File: config.mk
export PLATFORM = sky130hd
export DESIGN_NAME = rx_packet_ctrl
export DESIGN_NICKNAME = d
export VERILOG_FILES = /design/src/rtl/usb_rx_pkg.sv /design/src/rtl/rx_byte_cnt.sv /design/src/rtl/rx_packet_ctrl.sv
export SDC_FILE = /design/constraint.sdc
export NUM_CORES = 1
export LEC_CHECK = 0
export BUFFER_PORTS_ARGS = -buffer_cell sky130_fd_sc_hd__buf_2
export CORE_MARGIN = 1.5
export CORE_UTILIZATION = 31
export CTS_CLUSTER_SIZE = 10
export DETAILED_ROUTE_END_ITERATION = 16
export GPL_TIMING_DRIVEN = 0
export SKIP_LAST_GASP = 1
export SLEW_MARGIN = 10
export SYNTH_ARGS = -nofsm -noshare
export SYNTH_HDL_FRONTEND = slang
export SYNTH_SLANG_ARGS = --single-unit
File: constraint.sdc
create_clock -name clk -period 2.4 [get_ports clk]
set_clock_uncertainty 0.15 [all_clocks]
set_input_delay 0.72 -clock clk [delete_from_list [all_inputs] [get_ports clk]]
set_output_delay 0.72 -clock clk [all_outputs]
set_load 0.1 [all_outputs]
File: src/rtl/usb_rx_pkg.sv
// Shared types and constants for the USB RX packet control slice.
// Optional PID complement check is enabled by defining RX_PID_CHECK_EN.
package usb_rx_pkg;

  typedef enum logic [2:0] {
    IDLE,
    SYNC_WAIT,
    PID_WAIT,
    DATA_WAIT,
    DONE,
    ERR
  } rx_state_t;

  typedef logic [3:0] pid_t;

  localparam logic [7:0] SYNC_BYTE_DEFAULT = 8'h80;

  // Upper nibble of a USB PID byte must be the one's complement of the lower nibble.
  function automatic logic pid_check_ok(input logic [7:0] pid_byte);
    return pid_byte[7:4] == ~pid_byte[3:0];
  endfunction

endpackage

File: src/rtl/rx_byte_cnt.sv
// Saturating payload byte counter with synchronous clear and at-max flag.
module rx_byte_cnt #(
  parameter int unsigned MAX_COUNT = 64,
  parameter int unsigned CNT_W     = $clog2(MAX_COUNT + 1)
) (
  input  logic             clk,
  input  logic             n_rst,
  input  logic             clear_i,
  input  logic             en_i,
  output logic [CNT_W-1:0] count_o,
  output logic             at_max_o
);

  localparam logic [CNT_W-1:0] MAX_VAL = CNT_W'(MAX_COUNT);

  logic [CNT_W-1:0] count_q, count_d;

  always_comb begin
    count_d = count_q;
    if (clear_i) begin
      count_d = '0;
    end else if (en_i && !at_max_o) begin
      count_d = count_q + CNT_W'(1);
    end
  end

  always_ff @(posedge clk or negedge n_rst) begin
    if (!n_rst) begin
      count_q <= '0;
    end else begin
      count_q <= count_d;
    end
  end

  assign count_o  = count_q;
  assign at_max_o = (count_q == MAX_VAL);

endmodule

File: src/rtl/rx_packet_ctrl.sv
// USB bulk RX control FSM: SYNC check, PID latch, payload streaming into the RX FIFO.
// Define RX_PID_CHECK_EN to reject PID bytes whose check nibble is not the complement.
module rx_packet_ctrl
  import usb_rx_pkg::*;
#(
  parameter int unsigned MAX_BYTES = 64,
  parameter logic [7:0]  SYNC_BYTE = SYNC_BYTE_DEFAULT,
  parameter int unsigned CNT_W     = $clog2(MAX_BYTES + 1)
) (
  input  logic             clk,
  input  logic             n_rst,
  input  logic             start_edge,
  input  logic             byte_rcvd,
  input  logic             bits_pending,
  input  logic             eop,
  input  logic [7:0]       rx_data,
  input  logic             fifo_full,
  output logic             cnt_clear,
  output logic             rcving,
  output logic             w_enable,
  output logic [3:0]       pid,
  output logic             pid_valid,
  output logic [CNT_W-1:0] byte_count,
  output logic             pkt_done,
  output logic             r_error
);

  rx_state_t state_q, state_d;
  logic      rcving_q, rcving_d;
  pid_t      pid_q, pid_d;
  logic      pid_valid_q, pid_valid_d;
  logic      pkt_done_q, pkt_done_d;
  logic      r_error_q, r_error_d;
  logic      eop_seen_q, eop_seen_d;
  logic      go_err, go_done;
  logic      pid_ok;
  logic      at_max;

`ifdef RX_PID_CHECK_EN
  assign pid_ok = pid_check_ok(rx_data);
`else
  assign pid_ok = 1'b1;
`endif

  assign cnt_clear = (state_q == IDLE) && start_edge;
  assign w_enable  = (state_q == DATA_WAIT) && byte_rcvd && !fifo_full && !at_max;

  rx_byte_cnt #(
    .MAX_COUNT(MAX_BYTES),
    .CNT_W    (CNT_W)
  ) u_byte_cnt (
    .clk     (clk),
    .n_rst   (n_rst),
    .clear_i (cnt_clear),
    .en_i    (w_enable),
    .count_o (byte_count),
    .at_max_o(at_max)
  );

  always_comb begin
    state_d     = state_q;
    rcving_d    = rcving_q;
    pid_d       = pid_q;
    pid_valid_d = pid_valid_q;
    pkt_done_d  = 1'b0;
    r_error_d   = r_error_q;
    eop_seen_d  = eop_seen_q;
    go_err      = 1'b0;
    go_done     = 1'b0;

    unique case (state_q)
      IDLE: begin
        if (start_edge) begin
          state_d     = SYNC_WAIT;
          rcving_d    = 1'b1;
          r_error_d   = 1'b0;
          pid_valid_d = 1'b0;
        end
      end
      SYNC_WAIT: begin
        if (byte_rcvd) begin
          if (rx_data == SYNC_BYTE && !eop) state_d = PID_WAIT;
          else                              go_err  = 1'b1;
        end else if (eop) begin
          go_err = 1'b1;
        end
      end
      PID_WAIT: begin
        if (byte_rcvd) begin
          if (pid_ok && !eop) begin
            pid_d       = rx_data[3:0];
            pid_valid_d = 1'b1;
            state_d     = DATA_WAIT;
          end else begin
            go_err = 1'b1;
          end
        end else if (eop) begin
          go_err = 1'b1;
        end
      end
      DATA_WAIT: begin
        // A byte arriving with eop is resolved first; eop only finishes the packet if it was written.
        if (byte_rcvd) begin
          if (fifo_full || at_max) go_err  = 1'b1;
          else if (eop)            go_done = 1'b1;
        end else if (eop) begin
          if (bits_pending) go_err  = 1'b1;
          else              go_done = 1'b1;
        end
      end
      DONE: begin
        state_d = IDLE;
      end
      ERR: begin
        // Hold off until the SE0 has been seen and then released, so the tail of a bad packet is not re-parsed.
        if (eop) begin
          eop_seen_d = 1'b1;
        end else if (eop_seen_q) begin
          state_d    = IDLE;
          rcving_d   = 1'b0;
          eop_seen_d = 1'b0;
        end
      end
      default: begin
        state_d = IDLE;
      end
    endcase

    if (go_err) begin
      state_d    = ERR;
      r_error_d  = 1'b1;
      eop_seen_d = eop;
    end
    if (go_done) begin
      state_d    = DONE;
      rcving_d   = 1'b0;
      pkt_done_d = 1'b1;
    end
  end

  always_ff @(posedge clk or negedge n_rst) begin
    if (!n_rst) begin
      state_q     <= IDLE;
      rcving_q    <= 1'b0;
      pid_q       <= '0;
      pid_valid_q <= 1'b0;
      pkt_done_q  <= 1'b0;
      r_error_q   <= 1'b0;
      eop_seen_q  <= 1'b0;
    end else begin
      state_q     <= state_d;
      rcving_q    <= rcving_d;
      pid_q       <= pid_d;
      pid_valid_q <= pid_valid_d;
      pkt_done_q  <= pkt_done_d;
      r_error_q   <= r_error_d;
      eop_seen_q  <= eop_seen_d;
    end
  end

  assign rcving    = rcving_q;
  assign pid       = pid_q;
  assign pid_valid = pid_valid_q;
  assign pkt_done  = pkt_done_q;
  assign r_error   = r_error_q;

endmodule

-- Word level (Yosys, flattened, before mapping)
Cells that the tools add are included.
- add/sub/neg operators: 1
- multipliers: 0
- divide/modulo/power cells: 0
- order comparisons: 0
- equality and inequality tests: 20
- shift operators: 0
- mux-type cells: 39
- bitwise gates (word level): 1
- reductions and logical operators: 22
- operator list (kind ; number):
    inequality test 4 bit, second input constant ; 7
    two-way mux 3 bit ; 9
    two-way mux 1 bit ; 24
    case mux 3 bit (5 select lines) ; 1
    two-way mux 7 bit ; 2
    inequality test 3 bit, second input constant ; 4
    nonzero test 2 bit ; 5
    == test 8 bit, second input constant ; 1
    AND reduction 4 bit ; 2
    AND reduction 8 bit ; 1
    adder 7 x 1 -> 7 bit, second input constant ; 1
    == test 7 bit, second input constant ; 1
    == test 3 x 2 -> 1 bit, second input constant ; 2
    logical AND 1 bit ; 6
    inequality test 2 bit, second input constant ; 3
    case mux 1 bit (2 select lines) ; 2
    == test 3 x 1 -> 1 bit, second input constant ; 1
    == test 3 bit, second input constant ; 1
    zero test 1 bit ; 3
    zero test 3 bit ; 1
    case mux 1 bit (3 select lines) ; 1
    AND reduction 3 bit ; 1
    nonzero test 3 bit ; 1
    AND reduction 2 bit ; 1
    2 further kinds ; 2
- register bits after elaboration: 19
- bits in latches: 0
- bits in writable memories: 0
- bits in read-only memories: 0
- bits of input ports: 15
- output and inout port bits: 17
- logic and storage cells: 91
- memories kept: 0

-- Logic depth before layout (Yosys ltp)
- depth after elaboration: 7
- depth in mapped cells: 7

-- Cells and area by module
From an unflattened synthesis, not the netlist that was laid out.
- cell total of the unflattened synthesis: 113
- area total of the unflattened synthesis: 1127.3 µm²
- by module, submodules not included (module ; instances ; cells each ; area an instance (µm²)):
    rx_packet_ctrl ; 1 ; 67 ; 689.4
    rx_byte_cnt ; 1 ; 46 ; 437.9

-- Least setup slack after synthesis
Ideal clock, no wire load.
- path type: flip-flop to output port
- start point: reg u_byte_cnt.count_q[0], in the netlist u_byte_cnt.count_o[0]
- end point: out w_enable
- arrival: 2936 ps
- required time: 1530 ps
- path slack: -1406 ps
- cell stages (with the launch flop): 5
- buffers on the path: 0
- path through: dfrtp_1 -> inv_1 -> ha_1 -> nor2b_1 -> a211oi_2
- longest elaborated chain between the ends: 3
- RTL lines (item ; RTL line ; RTL):
    from (decl) ; rx_byte_cnt.sv:16 ; logic [CNT_W-1:0] count_q, count_d;
    from (signal assigned) ; rx_byte_cnt.sv:31 ; count_q <= count_d;
    == test 7 bit ; rx_byte_cnt.sv:36 ; assign at_max_o = (count_q == MAX_VAL);
    zero test 1 bit ; rx_packet_ctrl.sv:46 ; assign w_enable = (state_q == DATA_WAIT) && byte_rcvd && !fifo_full && !at_max;
    logical AND 1 bit ; rx_packet_ctrl.sv:46 ;
    to (decl) ; rx_packet_ctrl.sv:20 ; output logic w_enable,
Every way passes these cells.

-- Worst setup path after layout
Ends and elaborated chain as after synthesis.

==> impl_metrics.sql <==
INSERT INTO impl_metrics (metric_group, metric, value, unit) VALUES
('sta', 'worst_pin_slew', '0.490', 'ns'),
('power', 'cellPowerDensity', '988', 'nW/um^2'),
('floorplan', 'core', '3310', 'um^2'),
('sta', 'rsz_0062_raised_after_global_routing', 'true', ''),
('synthesis', 'synthDistinctLibCells', '41', ''),
('synthesis', 'ys.flop_type', 'sky130_fd_sc_hd__dfrtp_1', ''),
('route', 'drt_first_iter_violations', '28', ''),
('synthesis', 'synthesis.nets', '120', ''),
('synthesis', 'synth_async_sr_flop_share', '1.00', ''),
('route', 'route.vias.total', '919', ''),
('setup_path', 'crit_slowest_cell', 'sky130_fd_sc_hd__dfrtp_4', ''),
('synthesis', 'post_synthesis_sequential_element_count', '19', ''),
('synthesis', 'sequential_cell_area_fraction_in_the_yosys_report', '0.445', ''),
('synthesis', 'synth-warning-count', '0', ''),
('clock_tree', 'cts.sink_count', '19', ''),
('global_routing', 'grt_pass1_wl', '3700', 'um'),
('route', 'detailed_route_wire_length_per_cell', '13.2', 'um'),
('floorplan', 'dieArea', '3800', 'um^2'),
('setup_path', 'slowest_delay', '0.43', 'ns'),
('layout', 'final-seq-area', '489', 'um^2'),
('sta', 'max_freq', '408', 'MHz'),
('run', 'maxCapViolCount', '0', ''),
('floorplan', 'dieHeight', '61.7', 'um'),
('synthesis', 'synth-edff-count', '0', ''),
('sta', 'final.min_clock_period', '2.45', 'ns'),
('clock_tree', 'clk_pin_slew_worst_paths', '0.12', 'ns'),
('sta', 'slew_viol_final', '0', ''),
('global_routing', 'globalRoute.totalOverflow', '0', ''),
('route', 'drt_pre_antenna_iters', '4', ''),
('setup_path', 'cp_data_arrival_time', '1.58', 'ns'),
('power', 'vdd.ir_drop.worst', '0.189', 'mV'),
('clock_tree', 'ctsLongestPathBuffers', '2', ''),
('floorplan', 'std_cell_rows', '21', ''),
('global_routing', 'antenna_found_initial', '0', ''),
('synthesis', 'post_synth.cell_area_avg', '10.4', 'um^2'),
('sta', 'final_period_utilization', '1.02', ''),
('route', 'ant_nets', '0', ''),
('sta', 'hold_viol_final', '0', ''),
('synthesis', 'post_syn_instances', '103', ''),
('layout', 'total_non_filler_cell_area_in_the_finished_layout', '1420', 'um^2'),
('setup_path', 'worstSetupEndpointType', 'output pin', ''),
('route', 'via_per_inst', '4.86', ''),
('floorplan', 'floorplan.initialDensity', '0.322', ''),
('setup_path', 'crit_path_max_fanout', '3', ''),
('run_status', 'violations', 'negative setup slack', ''),
('global_routing', 'first_global_vias', '763', ''),
('layout', 'antenna_cells', '0', ''),
('sta', 'setup_viol', '1', ''),
('floorplan', 'design.portCount', '32', ''),
('clock_tree', 'clk-insertion-delay-late', '0.32', 'ns'),
('layout', 'fillerInstances', '337', ''),
('clock_tree', 'numCtsBuffers', '3', ''),
('place', 'port_buffers', '31', ''),
('clock_tree', 'cts_root_buf', 'sky130_fd_sc_hd__clkbuf_4', ''),
('sta', 'fin_ws', '-0.0499', 'ns'),
('run_status', 'outcome', 'complete, but fails checks', ''),
('power', 'fin_total_pwr', '1.40', 'mW'),
('synthesis', 'synth_area', '1070', 'um^2'),
('setup_path', 'crit_chain', 'inv_2 -> ha_2 -> nor2b_4 -> a211oi_4 -> buf_12', ''),
('layout', 'final_core_util', '0.429', ''),
('setup_path', 'worstSetupStartpointType', 'flop', ''),
('layout', 'multi_input_comb_area', '572', 'um^2'),
('setup_path', 'worst_path_dominant_cell_family', 'flip-flops', ''),
('hold_path', 'holdCritPathClass', 'in -> async', ''),
('global_routing', 'grt_use_total', '0.137', ''),
('place', 'gp_congestion', '0.833', ''),
('layout', 'finalNetCount', '161', ''),
('setup_path', 'crit_buf_inv', '2', ''),
('route', 'drt_wl_total', '2500', 'um'),
('place', 'dp_hpwl', '1780', 'um'),
('setup_path', 'timing.critical_path.required', '1.53', 'ns'),
('clock_tree', 'tritoncts_clock_tree', 'built', ''),
('place', 'placed_area', '1310', 'um^2'),
('layout', 'area_delta_synth_final', '32.9', '%'),
('sta', 'max_slew_margin', '0.676', ''),
('route', 'post-route-drc-count', '0', ''),
('clock_tree', 'htree_num_levels', '1', ''),
('power', 'p_leak', '0.692', 'nW'),
('setup_path', 'worstSetupPathType', 'reg -> out', ''),
('clock_tree', 'cts_hold_buf', '0', ''),
('floorplan', 'dieWidth', '61.7', 'um'),
('layout', 'post_route_cells_drive_above_1_share', '0.476', ''),
('global_routing', 'grt_max_degree', '20', '');
[registers in the layout (all words and copies together) (netlist names)]
register and cells:
pkt_done 1, pid_valid 1, r_error 1, eop_seen_q 1
state_q 3, rcving 1, u_byte_cnt.count_o 7, pid 4
[kinds of logic (layout without fill, tap and decap cells)]
group	count (synthesis)	in the layout	share of synthesized area
and+or+nand+nor	42	42	0.237
xor gates and xnor gates	7	7	0.0574
AOI/OAI and AO/OA	18	18	0.129
DFF	19	19	0.445
buffers and inverters	9	49	0.0422
adders and majority gates	2	2	0.0234
muxes	6	6	0.0656
[layout by cell type, fill, tap and decap left out, types with 3 or more instances in the layout]
cell type	netlist	layout
sky130_fd_sc_hd__a21oi_1	3	3
sky130_fd_sc_hd__buf_2	0	29
sky130_fd_sc_hd__buf_4	1	6
sky130_fd_sc_hd__clkbuf_4	0	3
sky130_fd_sc_hd__dfrtp_1	19	12
sky130_fd_sc_hd__dfrtp_2	0	5
sky130_fd_sc_hd__inv_1	5	3
sky130_fd_sc_hd__mux2_2	4	4
sky130_fd_sc_hd__nand2_1	9	9
sky130_fd_sc_hd__nor2_1	13	12
sky130_fd_sc_hd__xnor2_1	6	6
[cells in the mapped netlist, types with 2 or more instances]
| cell type | n | area (um^2) |
|---|---|---|
| sky130_fd_sc_hd__a21o_1 | 2 | 15.0 |
| sky130_fd_sc_hd__a21oi_1 | 3 | 15.0 |
| sky130_fd_sc_hd__a31oi_1 | 2 | 12.5 |
| sky130_fd_sc_hd__dfrtp_1 | 19 | 475 |
| sky130_fd_sc_hd__ha_1 | 2 | 25.0 |
| sky130_fd_sc_hd__inv_1 | 5 | 18.8 |
| sky130_fd_sc_hd__mux2_2 | 4 | 45.0 |
| sky130_fd_sc_hd__nand2_1 | 9 | 33.8 |
| sky130_fd_sc_hd__nand2b_1 | 2 | 12.5 |
| sky130_fd_sc_hd__nand4_1 | 2 | 12.5 |
| sky130_fd_sc_hd__nor2_1 | 13 | 48.8 |
| sky130_fd_sc_hd__nor2b_1 | 2 | 12.5 |
| sky130_fd_sc_hd__nor3_1 | 2 | 10.0 |
| sky130_fd_sc_hd__nor4_1 | 2 | 12.5 |
| sky130_fd_sc_hd__o211ai_1 | 2 | 15.0 |
| sky130_fd_sc_hd__o22ai_1 | 2 | 12.5 |
| sky130_fd_sc_hd__xnor2_1 | 6 | 52.6 |
[where the power goes]
group | internal (mW) | switching [mW]
registers | 0.392 | 0.0667
clock network | 0.0626 | 0.114
logic | 0.226 | 0.540
total | 0.680 | 0.721
[timing repair]
action                     CTS  global route
pin swaps                    2             1
setup endpoints to repair    2             2
resized for setup            9             2
buffers inserted             5             0
[layout make-up]
cell class / instances / area share
multi-input cells: 75 / 0.403
flip-flops and latches: 19 / 0.345
repair buffers: 36 / 0.157
well taps: 46 / 0.0406
inverters: 6 / 0.0194
clock buffers: 3 / 0.0159
plain buffers: 3 / 0.0159
clock inverters: 1 / 0.00353
[per-stage QoR]
step	TNS, ns	hold WS [ns]	setup WS, ns	cells
2_1_floorplan	-1.34	0.274	-0.455	103
3_3_place_gp	-0.454	0.313	-0.342	180
3_5_place_dp	-0.473	0.319	-0.342	180
4_1_cts	-0.0479	0.192	-0.0479	189
5_1_grt	-0.111	0.202	-0.111	189
6_report	-0.0499	0.162	-0.0499	189
[metal layers]
metal	global-route usage	vias up	routed length, um
li1	-	445	-
met1	0.191	442	1210
met2	0.192	25	1130
met3	0.0273	7	87
met4	0.0821	0	71
met5	0	-	0
[final timing paths]
| path | start | endpoint | slack [ns] | cells after the start |
|---|---|---|---|---|
| worst min register to register | r_error | r_error | 0.35 | 2 |
| worst max-delay path | u_byte_cnt.count_o[0] | w_enable | -0.05 | 5 |
| worst max register to register | u_byte_cnt.count_o[5] | state_q[2] | 0.45 | 4 |
| min in group clk | r_error | r_error | 0.35 | 2 |
| worst min-delay path | n_rst | pkt_done | 0.16 | 1 |
| max in group asynchronous | n_rst | u_byte_cnt.count_o[1] | 1.60 | 1 |
Note: power is estimated with default switching activity, not from simulation.
